--- src/rtl/morse_keyer.sv ---
// Morse keyer: turns a 24-bit element word (12 two-bit elements, MSB pair first)
// into a timed on/off key signal, with a valid/ready handshake for back-to-back words.
module morse_keyer #(
  parameter int unsigned UNIT_CYCLES = 4,
  parameter int unsigned CNT_W       = 16
) (
  input  logic        clk,
  input  logic        rst_n,
  input  logic [23:0] x,
  input  logic        x_valid,
  output logic        ready,
  output logic        key,
  output logic        busy,
  output logic        done
);

  localparam int unsigned WORD_W = 24;

  localparam logic [1:0] EL_TERM = 2'b00;
  localparam logic [1:0] EL_DOT  = 2'b01;
  localparam logic [1:0] EL_WS   = 2'b10;
  localparam logic [1:0] EL_DASH = 2'b11;

  // Down-counter reload values: a phase of N units lasts N*UNIT_CYCLES cycles.
  localparam logic [CNT_W-1:0] LEN_1U = CNT_W'(UNIT_CYCLES - 1);
  localparam logic [CNT_W-1:0] LEN_3U = CNT_W'(3 * UNIT_CYCLES - 1);
  localparam logic [CNT_W-1:0] LEN_7U = CNT_W'(7 * UNIT_CYCLES - 1);

  typedef enum logic [1:0] {
    IDLE = 2'd0,
    MARK = 2'd1,
    GAP  = 2'd2
  } state_e;

  state_e              state_q, state_d;
  logic [CNT_W-1:0]    cnt_q, cnt_d;
  logic [WORD_W-1:0]   sr_q, sr_d;
  logic [WORD_W-1:0]   sr_shift;
  logic [1:0]          next_el;
  logic                cnt_zero;
  logic                key_q, key_d;
  logic                done_q, done_d;
  logic                ready_q, ready_d;
  logic                busy_q, busy_d;

  // Zeros shift in, so an exhausted word naturally reads as a terminator.
  assign sr_shift = sr_q << 2;
  assign next_el  = sr_shift[WORD_W-1 -: 2];
  assign cnt_zero = (cnt_q == '0);

  // State register
  always_ff @(posedge clk) begin
    if (!rst_n) begin
      state_q <= IDLE;
      cnt_q   <= '0;
      sr_q    <= '0;
      key_q   <= 1'b0;
      done_q  <= 1'b0;
      ready_q <= 1'b1;
      busy_q  <= 1'b0;
    end else begin
      state_q <= state_d;
      cnt_q   <= cnt_d;
      sr_q    <= sr_d;
      key_q   <= key_d;
      done_q  <= done_d;
      ready_q <= ready_d;
      busy_q  <= busy_d;
    end
  end

  // Next-state, counter and shift-register logic
  always_comb begin
    state_d = state_q;
    cnt_d   = cnt_q;
    sr_d    = sr_q;
    case (state_q)
      IDLE: begin
        if (x_valid) begin
          // A leading terminator discards the whole word.
          sr_d = (x[WORD_W-1 -: 2] == EL_TERM) ? '0 : x;
          case (x[WORD_W-1 -: 2])
            EL_DOT:  begin state_d = MARK; cnt_d = LEN_1U; end
            EL_DASH: begin state_d = MARK; cnt_d = LEN_3U; end
            EL_WS:   begin state_d = GAP;  cnt_d = LEN_7U; end
            default: begin state_d = GAP;  cnt_d = LEN_3U; end
          endcase
        end
      end
      MARK: begin
        if (cnt_zero) begin
          state_d = GAP;
          cnt_d   = (next_el == EL_TERM) ? LEN_3U : LEN_1U;
        end else begin
          cnt_d = cnt_q - CNT_W'(1);
        end
      end
      GAP: begin
        if (cnt_zero) begin
          sr_d = sr_shift;
          case (next_el)
            EL_DOT:  begin state_d = MARK; cnt_d = LEN_1U; end
            EL_DASH: begin state_d = MARK; cnt_d = LEN_3U; end
            EL_WS:   begin state_d = GAP;  cnt_d = LEN_7U; end
            default: begin state_d = IDLE; cnt_d = '0;     end
          endcase
        end else begin
          cnt_d = cnt_q - CNT_W'(1);
        end
      end
      default: begin
        state_d = IDLE;
        cnt_d   = '0;
      end
    endcase
  end

  // Output decode, registered alongside the state
  always_comb begin
    key_d   = 1'b0;
    done_d  = 1'b0;
    ready_d = 1'b0;
    busy_d  = 1'b0;
    key_d   = (state_d == MARK);
    done_d  = (state_q == GAP) && (state_d == IDLE);
    ready_d = (state_d == IDLE);
    busy_d  = (state_d != IDLE);
  end

  assign key   = key_q;
  assign done  = done_q;
  assign ready = ready_q;
  assign busy  = busy_q;

endmodule

--- config.mk ---
export PLATFORM = sky130hd
export DESIGN_NAME = morse_keyer
export DESIGN_NICKNAME = d
export VERILOG_FILES = /design/src/rtl/morse_keyer.sv
export SDC_FILE = /design/constraint.sdc
export NUM_CORES = 1
export LEC_CHECK = 0
export ABC_AREA = 1
export CAP_MARGIN = 10
export CORE_MARGIN = 3
export CORE_UTILIZATION = 40
export CTS_CLUSTER_DIAMETER = 30
export CTS_CLUSTER_SIZE = 30
export DETAILED_ROUTE_END_ITERATION = 8
export RECOVER_POWER = 100
export SKIP_CTS_REPAIR_TIMING = 1
export SLEW_MARGIN = 20
export SYNTH_ARGS = -nofsm -noshare
export SYNTH_HDL_FRONTEND = slang
export SYNTH_SLANG_ARGS = --single-unit
--- constraint.sdc ---
create_clock -name clk -period 2.1 [get_ports clk]
set_clock_uncertainty 0.1 [all_clocks]
set_input_delay 0.315 -clock clk [delete_from_list [all_inputs] [get_ports clk]]
set_output_delay 0.315 -clock clk [all_outputs]
set_load 0.02 [all_outputs]
---- Yosys cells after proc, flatten, opt, wreduce, memory -nomap -nowiden ----
Index checks and enable logic that the tools add are counted.
storage, ports and cells
  bits of input ports ..................... 27
  register bits after elaboration ......... 44
operators by class
  add/subtract/negate cells ............... 1
  equal/unequal tests ..................... 11
  reductions and logical operators ........ 11
  mux-type cells .......................... 17
operators with widths
  operator                                             count
  2-to-1 mux 22 bit                                    3
  2-to-1 mux 16 bit                                    3
  case mux 16 bit (3 select lines)                     1
  case mux 22 bit (2 select lines)                     1
  zero test 16 bit                                     1
  subtractor 16 x 1 -> 16 bit (second input constant)  1
  case mux 5 bit (3 select lines)                      1
  == test 2 bit (second input constant)                5
  case mux 5 bit (2 select lines)                      1
  == test 2 x 1 -> 1 bit (second input constant)       4
  zero test 2 bit                                      4
  2-to-1 mux 2 bit                                     4
  case mux 2 bit (3 select lines)                      1
  2-to-1 mux 4 bit                                     1
  inequality test 2 bit (second input constant)        2
  case mux 2 bit (2 select lines)                      1
  nonzero test 2 bit                                   2
  OR reduction 2 bit                                   2
  AND reduction 3 bit                                  1
  logical AND 1 bit                                    1

---- Depth between registers and ports, before layout ----
  depth after elaboration ................. 7
  mapped depth ............................ 12
  mapped depth without buffers ............ 12

---- Worst setup path before layout ----
OpenSTA, ideal clock, no wires.
  path kind ............................... register to register
  start ................................... register cnt_q[0]
  end ..................................... register cnt_q[12]
  cell stages (with the launch flop) ...... 12
  path slack .............................. 0.520 ns
  arrival time ............................ 1.358 ns
  cell sequence ........................... dfxtp_1 > inv_1 > ha_1 > inv_1 > nor2_1 > nand2_1 > nor2_1 > nand2_1 > nand2_1 > nand3_1 > nand2_2 > nor3_1
between the ends
  cells in the longest elaborated chain, start to end .. 3
ends and longest elaborated chain
  item                                                             line         text
  start, declared                                                  36           logic [CNT_W-1:0] cnt_q, cnt_d;
  start signal, assigned                                           63           cnt_q <= cnt_d;
  subtractor 16 x 1 -> 16 bit or zero test 16 bit (tied branches)  95, 108, 49
  2-to-1 mux 16 bit (on tied branches)                             99, 91
  case mux 16 bit (3 select lines) (*)                             77           case (state_q)
Every way passes the cells marked *; elsewhere a longest branch is shown, timed or not.
A chain may end at the register's enable or synchronous reset.

---- Worst setup path in the final report ----
Ends and elaborated chain as after synthesis.

==> qor.yml <==
status: "finished, final reports clean"
grt.met1_usage_pct: 24.2
synthTopCellsByArea: "dfxtp_1 39%, nor2_1 12%, a22o_1 7.7%"
syn-num-nets: 347
p_sw_mw: 1.21
path_class: "register to register"
arrival_ps: 1930
syn_inst: 318
seq_area_um2: 881
grt_pass1_vias: 1876
rsz0062_at_grt: "no"
hpwl_mm: 3.68
cts_sinks: 44
synth_cell_types: 30
grt-busiest-layer: "met2"
dieArea_um2: 6610
synth-seq-area-share_pct: 38.9
syn_to_final_growth_pct: 19.5
combinationalPowerShare_pct: 41.5
synth_edf_count: 0
grt_max_degree: 25
cp_num_buf_inv: 2
tritoncts: "built"
postRouteWirelength_mm: 5.21
hold_viol: 0
yosysWarnings: 0
io_pins: 31
p_seq_share_pct: 37.4
drc: 0
nFillCells: 544
maxCapViolCount: 0
setup_violations: 0
use_met3_pct: 3.22
die-width_um: 81.3
wl_per_cell_um: 12.4
clk_latency_ps: 300
ant_nets: 0
cp_common_cell: "nand2_1"
row_count: 26
finalCritPeriodShare_pct: 88.2
htreeDepth: 2
grt_first_pass_wirelength_mm: 8.65
leakagePower_nw: 1.24
ys_seq_elements: 44
power.density_nw_per_um2: 1130
cts_max_path_buffers: 2
relSlewSlack_pct: 72.2
io_buffers: 30
yosysMostFrequentCell: "nor2_1"
clkPwrFrac_pct: 21.1
cp_top_family: "simple AND/OR/NAND/NOR gates"
drive_gt1_share_pct: 8.02
ys.flop_type: "dfxtp_1"
multi_input_area_um2: 1180
cp_slowest_cell: "dfxtp_1"
max_freq_mhz: 540
dp_cells: 411
drtIter0Drc: 116
track_usage_pct: 16.7
startpoint_type: "register"
async_flop_share_pct: 0
grtUsageMet2_pct: 24.7
clk_pin_slew_ps: 90
ir_worst_vdd_uv: 425
critPathMaxStageDelay_ps: 330
viasPerCell: 5.03
finalCriticalPeriod_ps: 1850
internal_power_mw: 1.85
antenna_cells: 0
hold_class: "register to register"
grt_antenna_before_repair: 0
tightest_slew_ps: 416
syn-cell-area_um2: 2270
finalNonFillerCells: 419
dieHeight_um: 81.3
final_max_slew_viol_count: 0
crit_fanout: 9
required_ps: 2180
crit_chain: "inv_1 > ha_1 > inv_1 > nor2_1 > nand2_1 > nor2_1 > nand2_1 > nand2_1 > nand3_1 > nand2_2 > nor3_1"
nets: 377
numCtsBuffers: 5
switching_share_pct: 39.5
fin_setup_tns_ps: 0
syn_avg_cell_area_um2: 7.13
crit_path_end_kind: "register"
drt_first_pass_iters: 4
place_congestion: 0.857
yosysTopAreaCell: "dfxtp_1"
dr_total_vias: 2106
overflow: 0
coreArea_um2: 5300
floorplan.initialDensity_pct: 42.8
root_buffer: "clkbuf_8"
yosys-top-cells-count: "71 x nor2_1, 45 x nand2_1, 44 x dfxtp_1"
synth_top_area_share_pct: 38.9
-- routing by layer --
metal	up-vias	wire length, um
li1	1108	-
met1	951	2720
met2	42	2230
met3	5	212
met4	0	53
met5	-	0
-- registers in the layout, indices dropped and copies added (netlist names) --
| register | cells |
|---|---|
| done | 1 |
| key | 1 |
| ready | 1 |
| sr_q | 22 |
| busy | 1 |
| cnt_q | 16 |
| state_q | 2 |
-- area by class of cell --
| cell class | instances | share of cell area [%] |
|---|---|---|
| Multi-Input combinational cell | 231 | 43.7 |
| Clock buffer | 6 | 2.68 |
| Sequential cell | 44 | 32.5 |
| Timing Repair Buffer | 34 | 12.1 |
| Tap cell | 70 | 3.23 |
| Inverter | 32 | 4.52 |
| Clock inverter | 2 | 1.29 |
-- power groups by stage --
stage	Sequential, mW	Clock [mW]	Combinational [mW]
2_1_floorplan	1.16	0	1.03
4_1_cts	1.15	0.660	1.33
5_1_grt	1.17	0.701	1.46
6_report	1.15	0.646	1.27
3_3_place_gp	1.17	0	1.31
3_5_place_dp	1.17	0	1.32
-- through the flow --
step	worst slack, ps	util, %	hold slack (ps)	cell area (um^2)	total power [mW]
6_report	248	51.1	390	2710	3.07
3_3_place_gp	210	49.4	369	2620	2.48
5_1_grt	67.2	51.1	417	2710	3.33
3_5_place_dp	191	49.4	373	2620	2.49
2_1_floorplan	520	-	357	2270	2.19
4_1_cts	257	51.5	386	2730	3.14
-- layout by cell type, fill, tap and decap left out, types with 2 or more instances in the layout --
cell type | Yosys | routed
clkbuf_8 | 0 | 5
clkdlybuf4s50_1 | 0 | 26
nand3_1 | 20 | 20
inv_1 | 26 | 26
nor3_1 | 6 | 6
nor3b_1 | 4 | 4
o21ai_0 | 5 | 22
o21ai_1 | 20 | 3
a22o_1 | 20 | 20
nand4_1 | 5 | 5
nor2_2 | 2 | 3
dfxtp_1 | 44 | 44
buf_4 | 0 | 3
dlygate4sd3_1 | 0 | 4
ha_1 | 2 | 2
nand2_1 | 45 | 47
xor2_1 | 2 | 2
nor2_1 | 71 | 71
inv_2 | 4 | 4
nor2_4 | 4 | 3
a21oi_1 | 13 | 13
or2_2 | 2 | 2
xnor2_1 | 2 | 2
-- worst reg2reg max path: stages (launching register included) --
cell and delay (ps):
dfxtp_1 330, inv_1 90, ha_1 170, inv_1 40, nor2_1 120, nand2_1 70
nor2_1 150, nand2_1 120, nand2_1 140, nand3_1 140, nand2_2 190, nor3_1 80
-- kinds of logic (layout without fill, tap and decap cells) --
logic type,after synthesis,count (layout),synth area share (%)
compound gates,61,61,17.2
xor+xnor,4,4,1.55
fa+ha+maj,2,2,1.10
buf+inv,43,74,8.28
flops,44,44,38.9
simple gates,164,164,33.1
-- final timing paths --
| check | start | to | slack (ps) | cells past startpoint |
|---|---|---|---|---|
| worst max-delay path | cnt_q[0]$_SDFFE_PN0P_ | cnt_q[12]$_SDFFE_PN0P_ | 250 | 11 |
| worst min-delay path | cnt_q[1]$_SDFFE_PN0P_ | cnt_q[1]$_SDFFE_PN0P_ | 390 | 2 |
| worst max register to register | cnt_q[0]$_SDFFE_PN0P_ | cnt_q[12]$_SDFFE_PN0P_ | 250 | 11 |
| worst min register to register | cnt_q[1]$_SDFFE_PN0P_ | cnt_q[1]$_SDFFE_PN0P_ | 390 | 2 |
Note: power is estimated with default switching activity, not from simulation.
